===== config.mk =====
export PLATFORM = sky130hd
export DESIGN_NAME = dmem_arbiter
export DESIGN_NICKNAME = d
export VERILOG_FILES = /design/src/rtl/dmem_arb_pkg.sv /design/src/rtl/dmem_arb_rdbuf.sv /design/src/rtl/dmem_arbiter.sv
export SDC_FILE = /design/constraint.sdc
export NUM_CORES = 1
export LEC_CHECK = 0
export ABC_AREA = 1
export BUFFER_PORTS_ARGS = -buffer_cell sky130_fd_sc_hd__buf_2
export CAP_MARGIN = 0
export CELL_PAD_IN_SITES_DETAIL_PLACEMENT = 1
export CELL_PAD_IN_SITES_GLOBAL_PLACEMENT = 2
export CORE_MARGIN = 8
export CORE_UTILIZATION = 21
export CTS_CLUSTER_DIAMETER = 30
export CTS_CLUSTER_SIZE = 28
export DETAILED_ROUTE_END_ITERATION = 6
export PLACE_DENSITY = 0.85
export SETUP_SLACK_MARGIN = 0.3
export SLEW_MARGIN = 25
export SYNTH_ARGS = -nofsm -noshare
export SYNTH_HDL_FRONTEND = slang
export SYNTH_SLANG_ARGS = --single-unit

===== constraint.sdc =====
create_clock -name clk -period 7.85 [get_ports clk]
set_input_delay 0.3925 -clock clk [delete_from_list [all_inputs] [get_ports clk]]
set_output_delay 0.3925 -clock clk [all_outputs]
set_load 0.1 [all_outputs]

===== src/rtl/dmem_arb_pkg.sv =====
`default_nettype none
// +-----------------------------------------------------------------------+
// | dmem_arb_pkg : shared types and constants for the DATA_MEM arbiter    |
// | Revision 1.0                                                          |
// +-----------------------------------------------------------------------+
package dmem_arb_pkg;

   typedef enum logic [1:0] {
      ST_IDLE = 2'd0,
      ST_OWN0 = 2'd1,
      ST_OWN1 = 2'd2
   } arb_state_e;

   localparam int PORT_CPU = 0;
   localparam int PORT_DMA = 1;

   localparam int DEF_AW        = 32;
   localparam int DEF_DW        = 32;
   localparam int DEF_MAX_BURST = 4;

endpackage
`default_nettype wire


===== src/rtl/dmem_arb_rdbuf.sv =====
`default_nettype none
// +-----------------------------------------------------------------------+
// | dmem_arb_rdbuf : per-port registered read data and one-cycle rvalid   |
// | Revision 1.0                                                          |
// +-----------------------------------------------------------------------+
module dmem_arb_rdbuf #(
   parameter int DW = 32
) (
   input  logic          clk,
   input  logic          reset,
   input  logic          capture,
   input  logic [DW-1:0] r_data,
   output logic          rvalid,
   output logic [DW-1:0] rdata
);

   always_ff @(posedge clk or posedge reset) begin
      if (reset) begin
         rvalid <= 1'b0;
         rdata  <= '0;
      end else begin
         rvalid <= capture;
         if (capture) begin
            rdata <= r_data;
         end
      end
   end

endmodule
`default_nettype wire


===== src/rtl/dmem_arbiter.sv =====
`default_nettype none
// +-----------------------------------------------------------------------+
// | dmem_arbiter : round-robin DATA_MEM arbiter with bounded burst lock   |
// | Optional macro DMEM_ARB_PERF_EN builds the conflict_cnt counter.      |
// | Revision 1.0                                                          |
// +-----------------------------------------------------------------------+
module dmem_arbiter
   import dmem_arb_pkg::*;
#(
   parameter int AW        = DEF_AW,
   parameter int DW        = DEF_DW,
   parameter int MAX_BURST = DEF_MAX_BURST
) (
   input  logic          clk,
   input  logic          reset,
   input  logic          m0_req,
   input  logic          m0_we,
   input  logic          m0_lock,
   input  logic [AW-1:0] m0_addr,
   input  logic [DW-1:0] m0_wdata,
   output logic          m0_gnt,
   output logic          m0_rvalid,
   output logic [DW-1:0] m0_rdata,
   input  logic          m1_req,
   input  logic          m1_we,
   input  logic          m1_lock,
   input  logic [AW-1:0] m1_addr,
   input  logic [DW-1:0] m1_wdata,
   output logic          m1_gnt,
   output logic          m1_rvalid,
   output logic [DW-1:0] m1_rdata,
   output logic [AW-1:0] mem_addr,
   output logic          mem_write_en,
   output logic [DW-1:0] mem_w_data,
   input  logic [DW-1:0] mem_r_data,
   output logic [15:0]   conflict_cnt
);

   localparam logic [3:0] BURST_CAP = 4'(MAX_BURST);

   arb_state_e state, state_nx;
   logic       rr_ptr, rr_nx;
   logic [3:0] beat_cnt, beat_nx;
   logic       g0, g1, forced;

   always_comb begin
      g0     = 1'b0;
      g1     = 1'b0;
      forced = 1'b0;
      case (state)
         ST_OWN0: begin
            if (m0_req) begin
               if (beat_cnt < BURST_CAP || !m1_req) begin
                  g0 = 1'b1;
               end else begin
                  g1     = 1'b1;
                  forced = 1'b1;
               end
            end else begin
               g1 = m1_req;
            end
         end
         ST_OWN1: begin
            if (m1_req) begin
               if (beat_cnt < BURST_CAP || !m0_req) begin
                  g1 = 1'b1;
               end else begin
                  g0     = 1'b1;
                  forced = 1'b1;
               end
            end else begin
               g0 = m0_req;
            end
         end
         default: begin
            if (m0_req && m1_req) begin
               g0 = (rr_ptr == 1'(PORT_CPU));
               g1 = (rr_ptr == 1'(PORT_DMA));
            end else begin
               g0 = m0_req;
               g1 = m1_req;
            end
         end
      endcase
   end

   // Grants are combinational, so they must be squashed for the whole reset window.
   assign m0_gnt = g0 & ~reset;
   assign m1_gnt = g1 & ~reset;

   always_comb begin
      state_nx = ST_IDLE;
      beat_nx  = 4'd0;
      rr_nx    = rr_ptr;
      if (g0) begin
         if (m0_lock) begin
            state_nx = ST_OWN0;
            if (state == ST_OWN0) begin
               beat_nx = (beat_cnt >= BURST_CAP) ? BURST_CAP : beat_cnt + 4'd1;
            end else begin
               beat_nx = 4'd1;
            end
         end
         if (!m0_lock || forced) begin
            rr_nx = 1'(PORT_DMA);
         end
      end else if (g1) begin
         if (m1_lock) begin
            state_nx = ST_OWN1;
            if (state == ST_OWN1) begin
               beat_nx = (beat_cnt >= BURST_CAP) ? BURST_CAP : beat_cnt + 4'd1;
            end else begin
               beat_nx = 4'd1;
            end
         end
         if (!m1_lock || forced) begin
            rr_nx = 1'(PORT_CPU);
         end
      end
   end

   always_ff @(posedge clk or posedge reset) begin
      if (reset) begin
         state    <= ST_IDLE;
         rr_ptr   <= 1'b0;
         beat_cnt <= 4'd0;
      end else begin
         state    <= state_nx;
         rr_ptr   <= rr_nx;
         beat_cnt <= beat_nx;
      end
   end

   always_comb begin
      mem_addr     = '0;
      mem_w_data   = '0;
      mem_write_en = 1'b0;
      if (m0_gnt) begin
         mem_addr     = m0_addr;
         mem_w_data   = m0_wdata;
         mem_write_en = m0_req & m0_we;
      end else if (m1_gnt) begin
         mem_addr     = m1_addr;
         mem_w_data   = m1_wdata;
         mem_write_en = m1_req & m1_we;
      end
   end

   dmem_arb_rdbuf #(.DW(DW)) u_rdbuf0 (
      .clk     (clk),
      .reset   (reset),
      .capture (m0_gnt & ~m0_we),
      .r_data  (mem_r_data),
      .rvalid  (m0_rvalid),
      .rdata   (m0_rdata)
   );

   dmem_arb_rdbuf #(.DW(DW)) u_rdbuf1 (
      .clk     (clk),
      .reset   (reset),
      .capture (m1_gnt & ~m1_we),
      .r_data  (mem_r_data),
      .rvalid  (m1_rvalid),
      .rdata   (m1_rdata)
   );

`ifdef DMEM_ARB_PERF_EN
   logic stall;
   assign stall = (m0_req & ~m0_gnt) | (m1_req & ~m1_gnt);

   always_ff @(posedge clk or posedge reset) begin
      if (reset) begin
         conflict_cnt <= 16'd0;
      end else if (stall && conflict_cnt != 16'hFFFF) begin
         conflict_cnt <= conflict_cnt + 16'd1;
      end
   end
`else
   assign conflict_cnt = 16'd0;
`endif

endmodule
`default_nettype wire


### Yosys cells after proc, flatten, opt, wreduce, memory -nomap -nowiden

Index checks and enable logic that the tools add are counted.

* memories kept: 0
* memory bits (read-only): 0
* input bits: 168
* register bits: 73
* RAM bits: 0
* bits in latches: 0
* output and inout port bits: 149
* logic and storage cells: 71

* add/subtract/negate cells: 1
* eq/ne operators: 3
* div/mod/pow operators: 0
* reductions and logical operators: 12
* magnitude comparators: 2
* shift-type cells: 0
* multiply operators: 0
* bitwise gates (word level): 10
* mux-type cells: 36

Operators with widths (count)
* $mux W32: 4
* $mux W4: 7
* $mux W1: 19
* $and A1 B1 Y1: 6
* $mux W2: 3
* $pmux W1 S2: 3
* $add A4 B1 Y4 const B: 1
* $ge A4 B3 Y1 const B: 1
* $logic_not A1 Y1: 4
* $logic_or A1 B1 Y1: 4
* $lt A4 B3 Y1 const B: 1
* $not A1 Y1: 4
* $reduce_bool A2 Y1: 2
* $reduce_and A3 Y1: 1
* $eq A2 B1 Y1 const B: 1
* $eq A2 B2 Y1 const B: 1
* $ne A2 B1 Y1 const B: 1
* $logic_and A1 B1 Y1: 1

### Depth between registers and ports, before layout

* depth after elaboration: 9
* depth in mapped cells: 12
* mapped depth without buffers: 11

### By module

From an unflattened synthesis, not the netlist that was laid out.

* cell total of the unflattened synthesis: 604
* area total of the unflattened synthesis: 4713.3 µm²

By module, submodules not included
* dmem_arb_rdbuf: cells an instance 138, instances 2, sequential area each 825.8 µm², area each 1321.3 µm²
* dmem_arbiter: cells an instance 328, instances 1, sequential area each 175.2 µm², area each 2070.7 µm²

### Worst setup path before layout

Ideal clock, no wire load.

* path type: in2out
* from: input port reset
* to: output port mem_write_en
* buffers on the path: 1
* required time: 7.457 ns
* arrival: 3.822 ns
* path slack: 3.636 ns
* stages: 4
* cell sequence: clkinv_1 clkbuf_1 nand4_1 nand2_1

* word-level cells in the longest chain between the ends: 4
* elaborated cells between the ends (all ways): 5
* those cells by class: mux: 2; bitwise: 3

Ends and longest elaborated chain
* start: declaration: line dmem_arbiter.sv:15 `input logic reset,`
* $not A1 Y1 (*): line dmem_arbiter.sv:88, dmem_arbiter.sv:89
* $and A1 B1 Y1: line dmem_arbiter.sv:89 `assign m1_gnt = g1 & ~reset;`
* $mux W1: line dmem_arbiter.sv:142 `end else if (m1_gnt) begin`
* $mux W1 (*): line dmem_arbiter.sv:138 `if (m0_gnt) begin`
* end: declaration: line dmem_arbiter.sv:33 `output logic mem_write_en,`

Every way passes the cells marked *; elsewhere a longest branch is shown, timed or not.

### Final worst setup path

* from: register state[0]
* to: output port mem_w_data[26]

* word-level cells in the longest chain between the ends: 5
* elaborated cells between the ends (all ways): 8
* those cells by class: eq/ne: 2; mux: 4; bitwise: 2

Ends and longest elaborated chain
* start: declaration: line dmem_arbiter.sv:41 `arb_state_e state, state_nx;`
* start signal: assignment: line dmem_arbiter.sv:128 `state <= state_nx;`
* $eq A2 B2 Y1 or $eq A2 B1 Y1 (tied branches): line dmem_arbiter.sv:50 `case (state)`
* $pmux W1 S2: line dmem_arbiter.sv:50
* $and A1 B1 Y1: line dmem_arbiter.sv:89
* $mux W32: line dmem_arbiter.sv:142
* $mux W32 (*): line dmem_arbiter.sv:138
* end: declaration: line dmem_arbiter.sv:34 `output logic [DW-1:0] mem_w_data,`

Marks and branches as above.

==> impl_metrics.toml <==
[sta]
tightest_slew_ns = 0.8127
layout_min_cycle_time_ns = 3.714
final-setup-viol-count = 0
finalHoldViolations = 0
fin_skew_ns = 0.009010
fin_crit_sh_pct = 47.32
slew_headroom_pct = 45.82
fmax_mhz = 269.2
fin_setup_tns_ns = 0
rsz0062_at_grt = "no"
drv_slew = 0

[clocking]
insertion_delay_ns = 0.33
cts_buffer_depth = 2
cts_tree = "done"
cts_buffers = 9
clkTransAtPathRegs_ns = 0.06
post-cts-setup-buffer-count = 0
root_buffer = "clkbuf_16"
cts_htree_levels = 3
cts_resized = 0
hold_buffers = 0
cts_sinks = 73

[final_layout]
synthToLayoutAreaGrowth_pct = 46.38
final_cell_mix = "nand2_1 (303), buf_2 (300), dfrtp_1 (73)"
final_common_cell = "nand2_1"
drive_gt1_share_pct = 38.78
nets = 1035

[synthesis]
seq_area_frac_synth_pct = 44.06
post_synth.cell_area_avg_um2 = 7.088
synth.lib_cells_used.distinct = 23
synth_area_leader_cell = "dfrtp_1"
ys_seq_elements = 73
syn_inst = 585
yosys-top-cells-area = "dfrtp_1 (44%), nand2_1 (27%), nand3_1 (8.4%), nand4_1 (5.3%), buf_4 (4.9%)"
synth.top_cell.area_share_pct = 44.06
ys_warn_count = 0
netlist_area_um2 = 4146

[floorplanning]
rows = 51
die_h_um = 156.5
ios = 317
die_w_um = 156.5
initial_core_util_pct = 21.38
core_area_um2 = 19400
dieArea_um2 = 24500

[drt]
drt-total-wl_um = 20800
post_drt_wl_per_cell_um = 18.33
drt-initial-drc-count = 171
first_pass_iters = 4
ant_nets = 0
drt_drc_violations_left = 0
vias = 4973
routed_via_density = 4.381

[place]
gp_routability_congestion = 0.8581
io_buffers = 300
dp_hpwl_um = 16390

[worst_setup_path]
endpoint_kind = "output port"
start_kind = "register"
r2r_slack_ns = 5.11
crit_start = "state[0]"
reg2reg_from = "state[0]"
path_max_fanout = 72
r2r_cells = 10
path_class = "register to output port"
worstPathRequired_ns = 7.46
worstPathArrival_ns = 3.32
timing.rr.end = "u_rdbuf1.rdata[24]"
endpoint = "mem_w_data[26]"

[global_routing]
grt_max_degree = 73
grt_use_total_pct = 16.22
antenna_found_initial = 7
grt_pass1_vias = 5123
gr-total-overflow = 0
grt_pass1_wl_um = 30750

[job]
max_cap_violations = 0

[min_path]
min_path_type = "input pin to asynchronous set/reset pin"

[outcome]
status = "finished, final reports clean"
-- worst min-delay path by stage --
stage	start	to	slack, ns	cells past startpoint
after detailed placement	u_rdbuf1.rdata[2]	u_rdbuf1.rdata[2]	0.46	2
after global placement	u_rdbuf1.rdata[13]	u_rdbuf1.rdata[13]	0.45	2
after CTS	reset	rr_ptr	0.11	2
after floorplan	rr_ptr	rr_ptr	0.50	2
after global routing	reset	rr_ptr	0.12	2
final	reset	rr_ptr	0.10	2
-- critical path, stage by stage (launching register included) --
cell     delay (ns)
dfrtp_1        0.38
inv_1          0.06
ha_1           0.25
nand2_1        0.08
inv_1          0.07
a21oi_2        0.06
nand2_1        0.09
nand2_2        0.04
buf_4          0.35
nor2_4         0.35
buf_4          0.55
nand2_1        0.12
nand2_1        0.12
buf_2          0.43
-- synthesized netlist by cell type --
cell type  count
a21oi_2        2
nand4_1       35
buf_6          2
nor3_1         1
conb_1         1
nor2_1         8
nand2_1      303
a21oi_1        1
clkbuf_1       6
ha_1           3
buf_4         27
inv_2          4
nand3_1       70
nand3_2        1
inv_1         11
clkinv_1       1
nor2_4         1
nand2_2        3
o21ai_0        8
nor2_2         3
buf_2         20
o211ai_1       1
dfrtp_1       73
-- through the flow --
stage / instances / hold WS [ns] / instance area (µm²) / worst slack (ns) / utilization (%)
detailed placement: 1118 / 0.4570 / 5749 / 4.503 / 29.64
finish: 1135 / 0.1049 / 6070 / 4.136 / 31.29
floorplan: 601 / 0.4970 / 4207 / 3.636 / -
global route: 1135 / 0.1241 / 6070 / 3.838 / 31.29
CTS: 1134 / 0.1125 / 6067 / 4.135 / 31.28
global placement: 1118 / 0.4492 / 5747 / 4.423 / 29.62
-- registers in the layout, summed over array words and instances (netlist names) --
register	count
beat_cnt	4
state	2
u_rdbuf1.rvalid	1
u_rdbuf1.rdata	32
rr_ptr	1
u_rdbuf0.rvalid	1
u_rdbuf0.rdata	32
-- cells by family after synthesis --
logic type,share of synthesized area [%]
other,0.09044
adders and majority gates,0.9053
buffers and inverters,9.837
and+or+nand+nor,43.42
AOI/OAI and AO/OA,1.690
DFF,44.06
-- area by class of cell --
class | count | area, µm²
fill | 2549 | 13330
multi-input combinational | 457 | 1972
sequential | 73 | 1827
timing repair buffer | 307 | 1554
tap | 265 | 331.6
clock buffer | 13 | 270.3
inverter | 16 | 65.06
clock inverter | 3 | 47.55
antenna | 1 | 2.502
-- metal layers --
| layer | share of wire (%) | global-route usage, % | vias to the layer above |
|---|---|---|---|
| li1 | - | - | 2398 |
| met1 | 40 | 18.41 | 2327 |
| met2 | 48 | 27.88 | 206 |
| met3 | 10 | 6.674 | 30 |
| met4 | 1.3 | 3.707 | 12 |
| met5 | 0.38 | 0 | - |
Power is left out: the tool's default activity adds up to more than one toggle a clock period on the data nets, which glitch-free logic cannot reach.
